--- src/rtl/dg0045_pkg.sv ---
// rtl/dg0045_pkg.sv - shared constants and enums for the DG0045 RAM access controller
//
// Holds the RAM geometry (ADDR_W, DATA_W, RAM_DEPTH), the display map
// (DISP_BASE, NUM_DIGITS), the default scan period, the bus-owner enum
// and the CPU access FSM state enum.
package dg0045_pkg;

  localparam int ADDR_W     = 5;
  localparam int DATA_W     = 4;
  localparam int RAM_DEPTH  = 1 << ADDR_W;

  localparam int DISP_BASE  = 24;
  localparam int NUM_DIGITS = 8;
  localparam int SCAN_DIV   = 4;

  typedef enum logic [1:0] {
    OWN_NONE,
    OWN_CPU,
    OWN_SCAN
  } bus_owner_e;

  typedef enum logic {
    ST_IDLE,
    ST_ACK
  } cpu_state_e;

endpackage

--- src/rtl/dg0045_scan_timer.sv ---
// rtl/dg0045_scan_timer.sv - display scan divider, digit index and one-hot decode
//
// Ports:
//   RAM_clk       in   system clock
//   RAM_rst       in   asynchronous active-high reset
//   scan_slot     out  high in the cycle that owns the RAM for a digit fetch
//   digit_idx     out  index of the digit fetched in the current scan slot
//   digit_onehot  out  one-hot decode of digit_idx
module dg0045_scan_timer #(
  parameter int NUM_DIGITS = 8,
  parameter int SCAN_DIV   = 4,
  parameter int IDX_W      = $clog2(NUM_DIGITS)
) (
  input  logic                  RAM_clk,
  input  logic                  RAM_rst,
  output logic                  scan_slot,
  output logic [IDX_W-1:0]      digit_idx,
  output logic [NUM_DIGITS-1:0] digit_onehot
);

  localparam int CNT_W = $clog2(SCAN_DIV);

  localparam logic [CNT_W-1:0] CNT_LAST = CNT_W'(SCAN_DIV - 1);
  localparam logic [IDX_W-1:0] IDX_LAST = IDX_W'(NUM_DIGITS - 1);

  logic [CNT_W-1:0] div_cnt;

  // The divider free-runs; the scan slot is its terminal count, so the
  // display fetch can never be pushed back by CPU traffic.
  assign scan_slot = (div_cnt == CNT_LAST);

  always_ff @(posedge RAM_clk or posedge RAM_rst) begin
    if (RAM_rst) begin
      div_cnt <= '0;
    end else if (scan_slot) begin
      div_cnt <= '0;
    end else begin
      div_cnt <= div_cnt + 1'b1;
    end
  end

  always_ff @(posedge RAM_clk or posedge RAM_rst) begin
    if (RAM_rst) begin
      digit_idx <= '0;
    end else if (scan_slot) begin
      digit_idx <= (digit_idx == IDX_LAST) ? '0 : digit_idx + 1'b1;
    end
  end

  assign digit_onehot = NUM_DIGITS'(1) << digit_idx;

endmodule

--- src/rtl/dg0045_ram_access_ctrl.sv ---
// rtl/dg0045_ram_access_ctrl.sv - RAM bus master arbitrating CPU nibble access and display scan
//
// Ports:
//   RAM_clk      in   system clock, all state on rising edge
//   RAM_rst      in   asynchronous active-high reset
//   cpu_req      in   access request, held until cpu_ack
//   cpu_we       in   1 = write, 0 = read
//   cpu_addr     in   nibble address
//   cpu_wdata    in   write nibble
//   cpu_ack      out  one-cycle completion pulse
//   cpu_rdata    out  pre-access contents of the addressed nibble, valid with cpu_ack
//   ram_addr     out  RAM address bus
//   ram_din      out  RAM data-in bus (RAM writes it every cycle)
//   ram_dout     in   RAM combinational read data for ram_addr
//   digit_sel    out  one-hot digit enable
//   digit_val    out  nibble for the selected digit
//   digit_valid  out  one-cycle pulse when digit_sel/digit_val update
module dg0045_ram_access_ctrl #(
  parameter int ADDR_W     = dg0045_pkg::ADDR_W,
  parameter int DATA_W     = dg0045_pkg::DATA_W,
  parameter int NUM_DIGITS = dg0045_pkg::NUM_DIGITS,
  parameter int DISP_BASE  = dg0045_pkg::DISP_BASE,
  parameter int SCAN_DIV   = dg0045_pkg::SCAN_DIV
) (
  input  logic                  RAM_clk,
  input  logic                  RAM_rst,
  input  logic                  cpu_req,
  input  logic                  cpu_we,
  input  logic [ADDR_W-1:0]     cpu_addr,
  input  logic [DATA_W-1:0]     cpu_wdata,
  output logic                  cpu_ack,
  output logic [DATA_W-1:0]     cpu_rdata,
  output logic [ADDR_W-1:0]     ram_addr,
  output logic [DATA_W-1:0]     ram_din,
  input  logic [DATA_W-1:0]     ram_dout,
  output logic [NUM_DIGITS-1:0] digit_sel,
  output logic [DATA_W-1:0]     digit_val,
  output logic                  digit_valid
);

  import dg0045_pkg::*;

  localparam int IDX_W = $clog2(NUM_DIGITS);

  logic                  scan_slot;
  logic [IDX_W-1:0]      digit_idx;
  logic [NUM_DIGITS-1:0] digit_onehot;

  bus_owner_e owner;
  cpu_state_e state_q;
  cpu_state_e state_d;

  dg0045_scan_timer #(
    .NUM_DIGITS (NUM_DIGITS),
    .SCAN_DIV   (SCAN_DIV),
    .IDX_W      (IDX_W)
  ) u_scan_timer (
    .RAM_clk      (RAM_clk),
    .RAM_rst      (RAM_rst),
    .scan_slot    (scan_slot),
    .digit_idx    (digit_idx),
    .digit_onehot (digit_onehot)
  );

  // Scan has absolute priority. Ownership is also forced to NONE while reset
  // is asserted so a held cpu_req cannot write the RAM during reset.
  always_comb begin
    owner = OWN_NONE;
    if (RAM_rst) begin
      owner = OWN_NONE;
    end else if (scan_slot) begin
      owner = OWN_SCAN;
    end else if ((state_q == ST_IDLE) && cpu_req) begin
      owner = OWN_CPU;
    end
  end

  // The RAM writes din every cycle, so every path except a CPU write loops
  // the read data back to keep the addressed word unchanged.
  always_comb begin
    ram_addr = '0;
    ram_din  = ram_dout;
    case (owner)
      OWN_SCAN: begin
        ram_addr = ADDR_W'(DISP_BASE) + ADDR_W'(digit_idx);
        ram_din  = ram_dout;
      end
      OWN_CPU: begin
        ram_addr = cpu_addr;
        ram_din  = cpu_we ? cpu_wdata : ram_dout;
      end
      default: begin
        ram_addr = '0;
        ram_din  = ram_dout;
      end
    endcase
  end

  always_ff @(posedge RAM_clk or posedge RAM_rst) begin
    if (RAM_rst) begin
      state_q <= ST_IDLE;
    end else begin
      state_q <= state_d;
    end
  end

  // ACK is a mandatory one-cycle gap: requests seen there are ignored, which
  // caps the CPU at one access every two cycles.
  always_comb begin
    state_d = state_q;
    cpu_ack = 1'b0;
    case (state_q)
      ST_IDLE: begin
        if (owner == OWN_CPU) begin
          state_d = ST_ACK;
        end
      end
      ST_ACK: begin
        cpu_ack = 1'b1;
        state_d = ST_IDLE;
      end
      default: begin
        state_d = ST_IDLE;
      end
    endcase
  end

  // Captured before the RAM edge, so a write returns the old contents.
  always_ff @(posedge RAM_clk or posedge RAM_rst) begin
    if (RAM_rst) begin
      cpu_rdata <= '0;
    end else if (owner == OWN_CPU) begin
      cpu_rdata <= ram_dout;
    end
  end

  always_ff @(posedge RAM_clk or posedge RAM_rst) begin
    if (RAM_rst) begin
      digit_sel   <= '0;
      digit_val   <= '0;
      digit_valid <= 1'b0;
    end else begin
      digit_valid <= (owner == OWN_SCAN);
      if (owner == OWN_SCAN) begin
        digit_sel <= digit_onehot;
        digit_val <= ram_dout;
      end
    end
  end

endmodule

--- config.mk ---
export PLATFORM = sky130hd
export DESIGN_NAME = dg0045_ram_access_ctrl
export DESIGN_NICKNAME = d
export VERILOG_FILES = /design/src/rtl/dg0045_pkg.sv /design/src/rtl/dg0045_scan_timer.sv /design/src/rtl/dg0045_ram_access_ctrl.sv
export SDC_FILE = /design/constraint.sdc
export NUM_CORES = 1
export LEC_CHECK = 0
export ABC_AREA = 1
export BUFFER_PORTS_ARGS = -buffer_cell sky130_fd_sc_hd__buf_4
export CORE_MARGIN = 8
export CORE_UTILIZATION = 45
export CTS_CLUSTER_DIAMETER = 30
export DETAILED_ROUTE_END_ITERATION = 10
export PLACE_DENSITY = 0.74
export SKIP_CTS_REPAIR_TIMING = 1
export SLEW_MARGIN = 20
export SYNTH_ARGS = -nofsm -noshare
export SYNTH_HDL_FRONTEND = slang
export SYNTH_HIERARCHICAL = 1
export SYNTH_SLANG_ARGS = --single-unit
--- constraint.sdc ---
create_clock -name RAM_clk -period 2.7 [get_ports RAM_clk]
set_clock_uncertainty 0.15 [all_clocks]
set_input_delay 0 -clock RAM_clk [delete_from_list [all_inputs] [get_ports RAM_clk]]
set_output_delay 0 -clock RAM_clk [all_outputs]
set_load 0.05 [all_outputs]
==> impl_metrics.json, run 1 <==
{
  "synth-edff-count": 0,
  "ys_ff_latch": 23,
  "outcome": "finished clean",
  "path_max_fanout": 17,
  "wirelength_um": 3054,
  "reg2reg_slack_ns": 1.09,
  "leakage_nw": 0.9717,
  "drive_gt1_frac": 0.2775,
  "crit_path_end_kind": "output port",
  "port_buffers": 43,
  "period_minus_slack_ns": 1.971,
  "ctsLongestPathBuffers": 2,
  "synth_top_cell_area_share": 0.4787,
  "ys_types": 14,
  "antenna_found_initial": 0,
  "syn_area_mm2": 0.001202,
  "slew-limit-headroom": 0.7349,
  "clkPwrFrac": 0.206,
  "cts.sinks": 23,
  "crit_slowest_cell": "dfrtp_1",
  "cts-root-buf": "clkbuf_4",
  "power_frac_seq": 0.505,
  "fill_cells": 234,
  "multiInputGateArea_um2": 526.8,
  "synth_flop_cell": "dfrtp_1",
  "reg2reg_from": "u_scan_timer/div_cnt[0]",
  "async_reset_ff_frac": 1.000,
  "swShare": 0.3395,
  "worst-path-buf-inv": 3,
  "hold_viol_final": 0,
  "reg2reg_depth": 6,
  "report.final.slew_viol_count": 0,
  "wire_per_inst_um": 12.78,
  "grt_pass1_vias": 1043,
  "fmax_mhz": 507.3,
  "yosysTopAreaCell": "dfrtp_1",
  "hold_ws_ns": 0.03544,
  "hold_path.class": "primary input to asynchronous set/reset pin",
  "synth.most_common_cell": "nand2_1",
  "slowest_delay_ns": 0.36,
  "tns_ns": 0,
  "dieArea_mm2": 0.004582,
  "io_pins": 44,
  "core_region_area_mm2": 0.002500,
  "clock_latency_ns": 0.30,
  "vdd_drop_max_v": 0.0004680,
  "p_sw_mw": 0.2501,
  "nets": 234,
  "finalCritPeriodShare": 0.7300,
  "critPathRequiredTime_ns": 2.55,
  "vias_per_cell": 4.611,
  "grt_max_degree": 20,
  "r2r_end": "digit_sel[4]",
  "synthTopCellsByCount": "nand2_1, dfrtp_1, inv_1",
  "floorplan.initialDensity": 0.4810,
  "die_w_um": 67.69,
  "grt_pass1_wl_um": 4809,
  "yosysSeqAreaShare": 0.4787,
  "clk_pin_slew_ns": 0.11,
  "critPathLaunchType": "flip-flop",
  "drc_errors": 0,
  "dp_hpwl_um": 2389,
  "antenna_left": 0,
  "gp_congestion": 0.7754,
  "power_frac_comb": 0.289,
  "die_h_um": 67.69,
  "crit_type": "flip-flop to output port",
  "synth_area_leaders": "dfrtp_1, nand2_1, ha_1",
  "critical_path.top_delay_family": "simple AND/OR/NAND/NOR gates",
  "p_per_area_mw_per_mm2": 455.0,
  "drv_cap": 0,
  "rsz0062_at_grt": "false",
  "regArea_um2": 575.6,
  "insertedDiodeCount": 0,
  "power.total_mw": 0.7367,
  "syn_to_final_growth_pct": 34.65,
  "power.internal_mw": 0.4866,
  "path_cells": "ha_1 -> inv_2 -> nor2_4 -> inv_4 -> nand2_1 -> buf_4",
  "rows": 18,
  "cts_max_level": 1,
  "vias": 1102,
  "crit_arrival_ns": 1.82,
  "synth_area_per_cell_um2": 7.562,
  "worst_pin_slew_ns": 0.3971,
  "syn_inst": 159,
  "setup-violations-final": 0,
  "ys_warn_count": 6,
  "first_pass_iters": 6,
  "cts_tree": "yes",
  "synth_nets": 183,
  "drt-initial-drc-count": 55,
  "numCtsBuffers": 3,
  "overflow": 0,
  "grtUsageTotal": 0.1359
}
## sequential cells by signal (all words and copies together) (netlist names)
signal,flops
digit_sel,8
cpu_rdata,4
digit_val,4
u_scan_timer/digit_idx,3
u_scan_timer/div_cnt,2
digit_valid,1
state_q,1
## worst reg2reg max path: cells and delay by family, from the launching register on
family        cells  cell delay [ns]
fa+ha+maj         1             0.30
buf+inv           2             0.23
flops             1             0.36
simple gates      3             0.49
## cell type report
cell class / instances / share of cell area
clock buffers: 4 / 0.01623
inverters: 18 / 0.04328
well taps: 30 / 0.02318
repair buffers: 49 / 0.2365
flip-flops and latches: 23 / 0.3555
multi-input cells: 115 / 0.3253
## per-stage QoR
stage,std cells,setup WS (ns),util,cell area [um^2]
floorplan,159,1.157,-,1202
global placement,229,1.075,0.6131,1533
detailed placement,229,1.049,0.6131,1533
CTS,233,0.6943,0.6236,1559
global route,239,0.5188,0.6476,1619
finish,239,0.7289,0.6476,1619
## power by group through the flow
stage | Sequential, mW | Clock [mW] | Combinational (mW)
after floorplan | 0.440 | 0 | 0.0663
after global placement | 0.378 | 0 | 0.204
after detailed placement | 0.378 | 0 | 0.207
after CTS | 0.372 | 0.161 | 0.207
after global routing | 0.374 | 0.177 | 0.226
final | 0.372 | 0.152 | 0.213
## layer usage
| layer | track usage | wire length, um | up-vias |
|---|---|---|---|
| li1 | - | - | 569 |
| met4 | 0.02350 | 38 | 0 |
| met2 | 0.2533 | 1632 | 30 |
| met5 | 0 | 0 | - |
| met3 | 0.04470 | 193 | 4 |
| met1 | 0.1466 | 1190 | 499 |
## cells in the final DEF (no fill, tap or decap), types with 2 or more instances in the layout
master / Yosys / routed
buf_4: 1 / 43
ha_1: 7 / 7
nor2_1: 6 / 6
clkbuf_4: 0 / 3
dfrtp_1: 23 / 23
nand2_1: 91 / 91
inv_1: 12 / 12
nand2_2: 2 / 2
nand3_1: 5 / 5
dlygate4sd3_1: 0 / 6
inv_2: 5 / 5
nor2_4: 2 / 2
## worst max-delay path by stage
stage                                        from          end  slack [ns]  depth (start not counted)
after floorplan           u_scan_timer/div_cnt[0]  ram_addr[0]        1.16                          6
after global placement    u_scan_timer/div_cnt[0]  ram_addr[3]        1.07                          6
after detailed placement  u_scan_timer/div_cnt[0]  ram_addr[4]        1.05                          6
after CTS                 u_scan_timer/div_cnt[0]  ram_addr[4]        0.69                          6
after global routing      u_scan_timer/div_cnt[0]  ram_addr[4]        0.52                          6
final                     u_scan_timer/div_cnt[0]  ram_addr[4]        0.73                          6
## kinds of logic (layout without fill, tap and decap cells)
| group | after synthesis | in the layout | share of synthesized area |
|---|---|---|---|
| buf+inv | 21 | 71 | 0.08325 |
| simple gates | 107 | 107 | 0.3580 |
| compound gates | 1 | 1 | 0.007285 |
| flops | 23 | 23 | 0.4787 |
| fa+ha+maj | 7 | 7 | 0.07284 |
No activity file was read; power rests on OpenSTA's default activity.
==> inputs of run 2 (changes only) <==
- CORE_UTILIZATION: 45 -> 43
- clock period: 2.7 -> 1.8 ns (I/O delays scaled with it)
==> run 2 against run 1 <==
  * Sequential power is 50% higher
  * Core utilization is 1.4 points lower
  * Combinational power is 55% higher
  * Sequential cell count is the same
  * Sequential share of layout area is 2.0 points lower
  * Clock power grew 57%
  * Clock-buffer cell count unchanged
  * Critical endpoint is now ram_din[0]
==> impl_metrics.json, run 2 (synthesized netlist as in run 1, its figures left out) <==
{
  "die_w_um": 68.88,
  "reg2reg_from": "u_scan_timer/div_cnt[0]",
  "dieArea_mm2": 0.004744,
  "rows": 19,
  "dp_hpwl_um": 2166,
  "crit_type": "flip-flop to output port",
  "stdcell_area_mm2": 0.001718,
  "die_h_um": 68.88,
  "ctsLongestPathBuffers": 2,
  "tns_ns": 0,
  "drive_gt1_frac": 0.3116,
  "vias_per_cell": 4.618,
  "numCtsBuffers": 3,
  "critPathLaunchType": "flip-flop",
  "grt_max_degree": 19,
  "path_cells": "ha_4 -> inv_4 -> nand2_4 -> nor2_4 -> nand2_1 -> nand2_1 -> buf_4",
  "drc_errors": 0,
  "largest_reg_flops": 8,
  "crit_path_end_kind": "output port",
  "wire_per_inst_um": 12.23,
  "io_pins": 44,
  "max_flop_register": "digit_sel",
  "drt-initial-drc-count": 71,
  "cp_common_cell": "nand2_1",
  "clock_latency_ns": 0.31,
  "slew-limit-headroom": 0.7999,
  "worst_pin_slew_ns": 0.3001,
  "antenna_found_initial": 0,
  "cts.sinks": 23,
  "clk_pin_slew_ns": 0.12,
  "critPathRequiredTime_ns": 1.65,
  "finalCritPeriodShare": 0.9542,
  "power_frac_seq": 0.495,
  "overflow": 0,
  "final_common_cell": "nand2_1",
  "hold_viol_final": 0,
  "p_sw_mw": 0.3889,
  "syn_to_final_growth_pct": 42.87,
  "stdcell_count": 246,
  "antenna_left": 0,
  "slowest_delay_ns": 0.42,
  "crit_slowest_cell": "dfrtp_1",
  "first_pass_iters": 4,
  "dp.cells": 232,
  "post-route-util": 0.6339,
  "placedInstanceArea_mm2": 0.001549,
  "fill_cells": 238,
  "reg2reg_depth": 7,
  "path_max_fanout": 5,
  "regArea_um2": 575.6,
  "swShare": 0.3451,
  "cts_tree": "yes",
  "clkPwrFrac": 0.211,
  "cts-root-buf": "clkbuf_4",
  "fmax_mhz": 582.2,
  "gp_congestion": 0.8647,
  "grtUsageTotal": 0.1207,
  "multiInputGateArea_um2": 565.5,
  "port_buffers": 43,
  "vias": 1136,
  "outcome": "finished clean",
  "power.internal_mw": 0.7380,
  "cts_max_level": 1,
  "nets": 240,
  "grt_pass1_wl_um": 4381,
  "reg2reg_slack_ns": 0.36,
  "power.total_mw": 1.127,
  "p_per_area_mw_per_mm2": 656.0,
  "setup-violations-final": 0,
  "grt_pass1_vias": 990,
  "largestRegisters": "digit_sel x8, cpu_rdata x4, digit_val x4",
  "drv_cap": 0,
  "insertedDiodeCount": 0,
  "r2r_end": "digit_sel[2]",
  "crit_arrival_ns": 1.57,
  "vdd_drop_max_v": 0.0005279,
  "leakage_nw": 1.009,
  "wirelength_um": 3008,
  "core_region_area_mm2": 0.002710,
  "period_minus_slack_ns": 1.718,
  "hold_path.class": "primary input to asynchronous set/reset pin",
  "report.final.slew_viol_count": 0,
  "final_cell_mix": "nand2_1, buf_4, dfrtp_1, inv_1",
  "power_frac_comb": 0.294,
  "floorplan.initialDensity": 0.4437
}
run 2: per-stage QoR:
| step | setup WS, ns | hold WS (ns) |
|---|---|---|
| 6_report | 0.08235 | 0.006377 |
| 3_3_place_gp | 0.2917 | -0.2050 |
| 5_1_grt | -0.01208 | 0.02532 |
| 4_1_cts | -0.1209 | -0.5602 |
| 3_5_place_dp | 0.2376 | -0.2019 |
| 2_1_floorplan | 0.2572 | -0.3715 |
run 2: worst max path at each step:
stage / startpoint / end / depth (start not counted)
floorplan: u_scan_timer/div_cnt[0] / ram_addr[0] / 6
global placement: u_scan_timer/div_cnt[0] / ram_addr[2] / 7
detailed placement: u_scan_timer/div_cnt[0] / ram_din[1] / 7
CTS: u_scan_timer/div_cnt[0] / ram_din[1] / 7
global route: u_scan_timer/div_cnt[0] / ram_din[3] / 7
finish: u_scan_timer/div_cnt[0] / ram_din[0] / 7
run 2: routing by layer:
metal,track usage,vias up,share of wire
met2,0.1807,36,0.47
met4,0.06767,0,0.028
li1,-,581,-
met3,0.01616,7,0.084
met1,0.1636,512,0.42
met5,0,-,0
run 2: final cells by class:
class | count | area share
well taps | 31 | 0.02258
repair buffers | 54 | 0.2556
clock buffers | 4 | 0.01529
multi-input cells | 116 | 0.3292
flip-flops and latches | 23 | 0.3350
inverters | 18 | 0.04224
run 2: power groups by stage:
stage | Combinational, mW | Clock [mW] | Sequential (mW)
after floorplan | 0.0994 | 0 | 0.661
final | 0.331 | 0.238 | 0.558
after detailed placement | 0.310 | 0 | 0.567
after global placement | 0.306 | 0 | 0.567
after global routing | 0.353 | 0.265 | 0.562
after CTS | 0.310 | 0.251 | 0.557
run 2: critical path: cells and delay by family (launching register included):
kind	cells	cell delay (ns)
fa+ha+maj	1	0.19
buf+inv	2	0.28
simple gates	4	0.37
flops	1	0.42
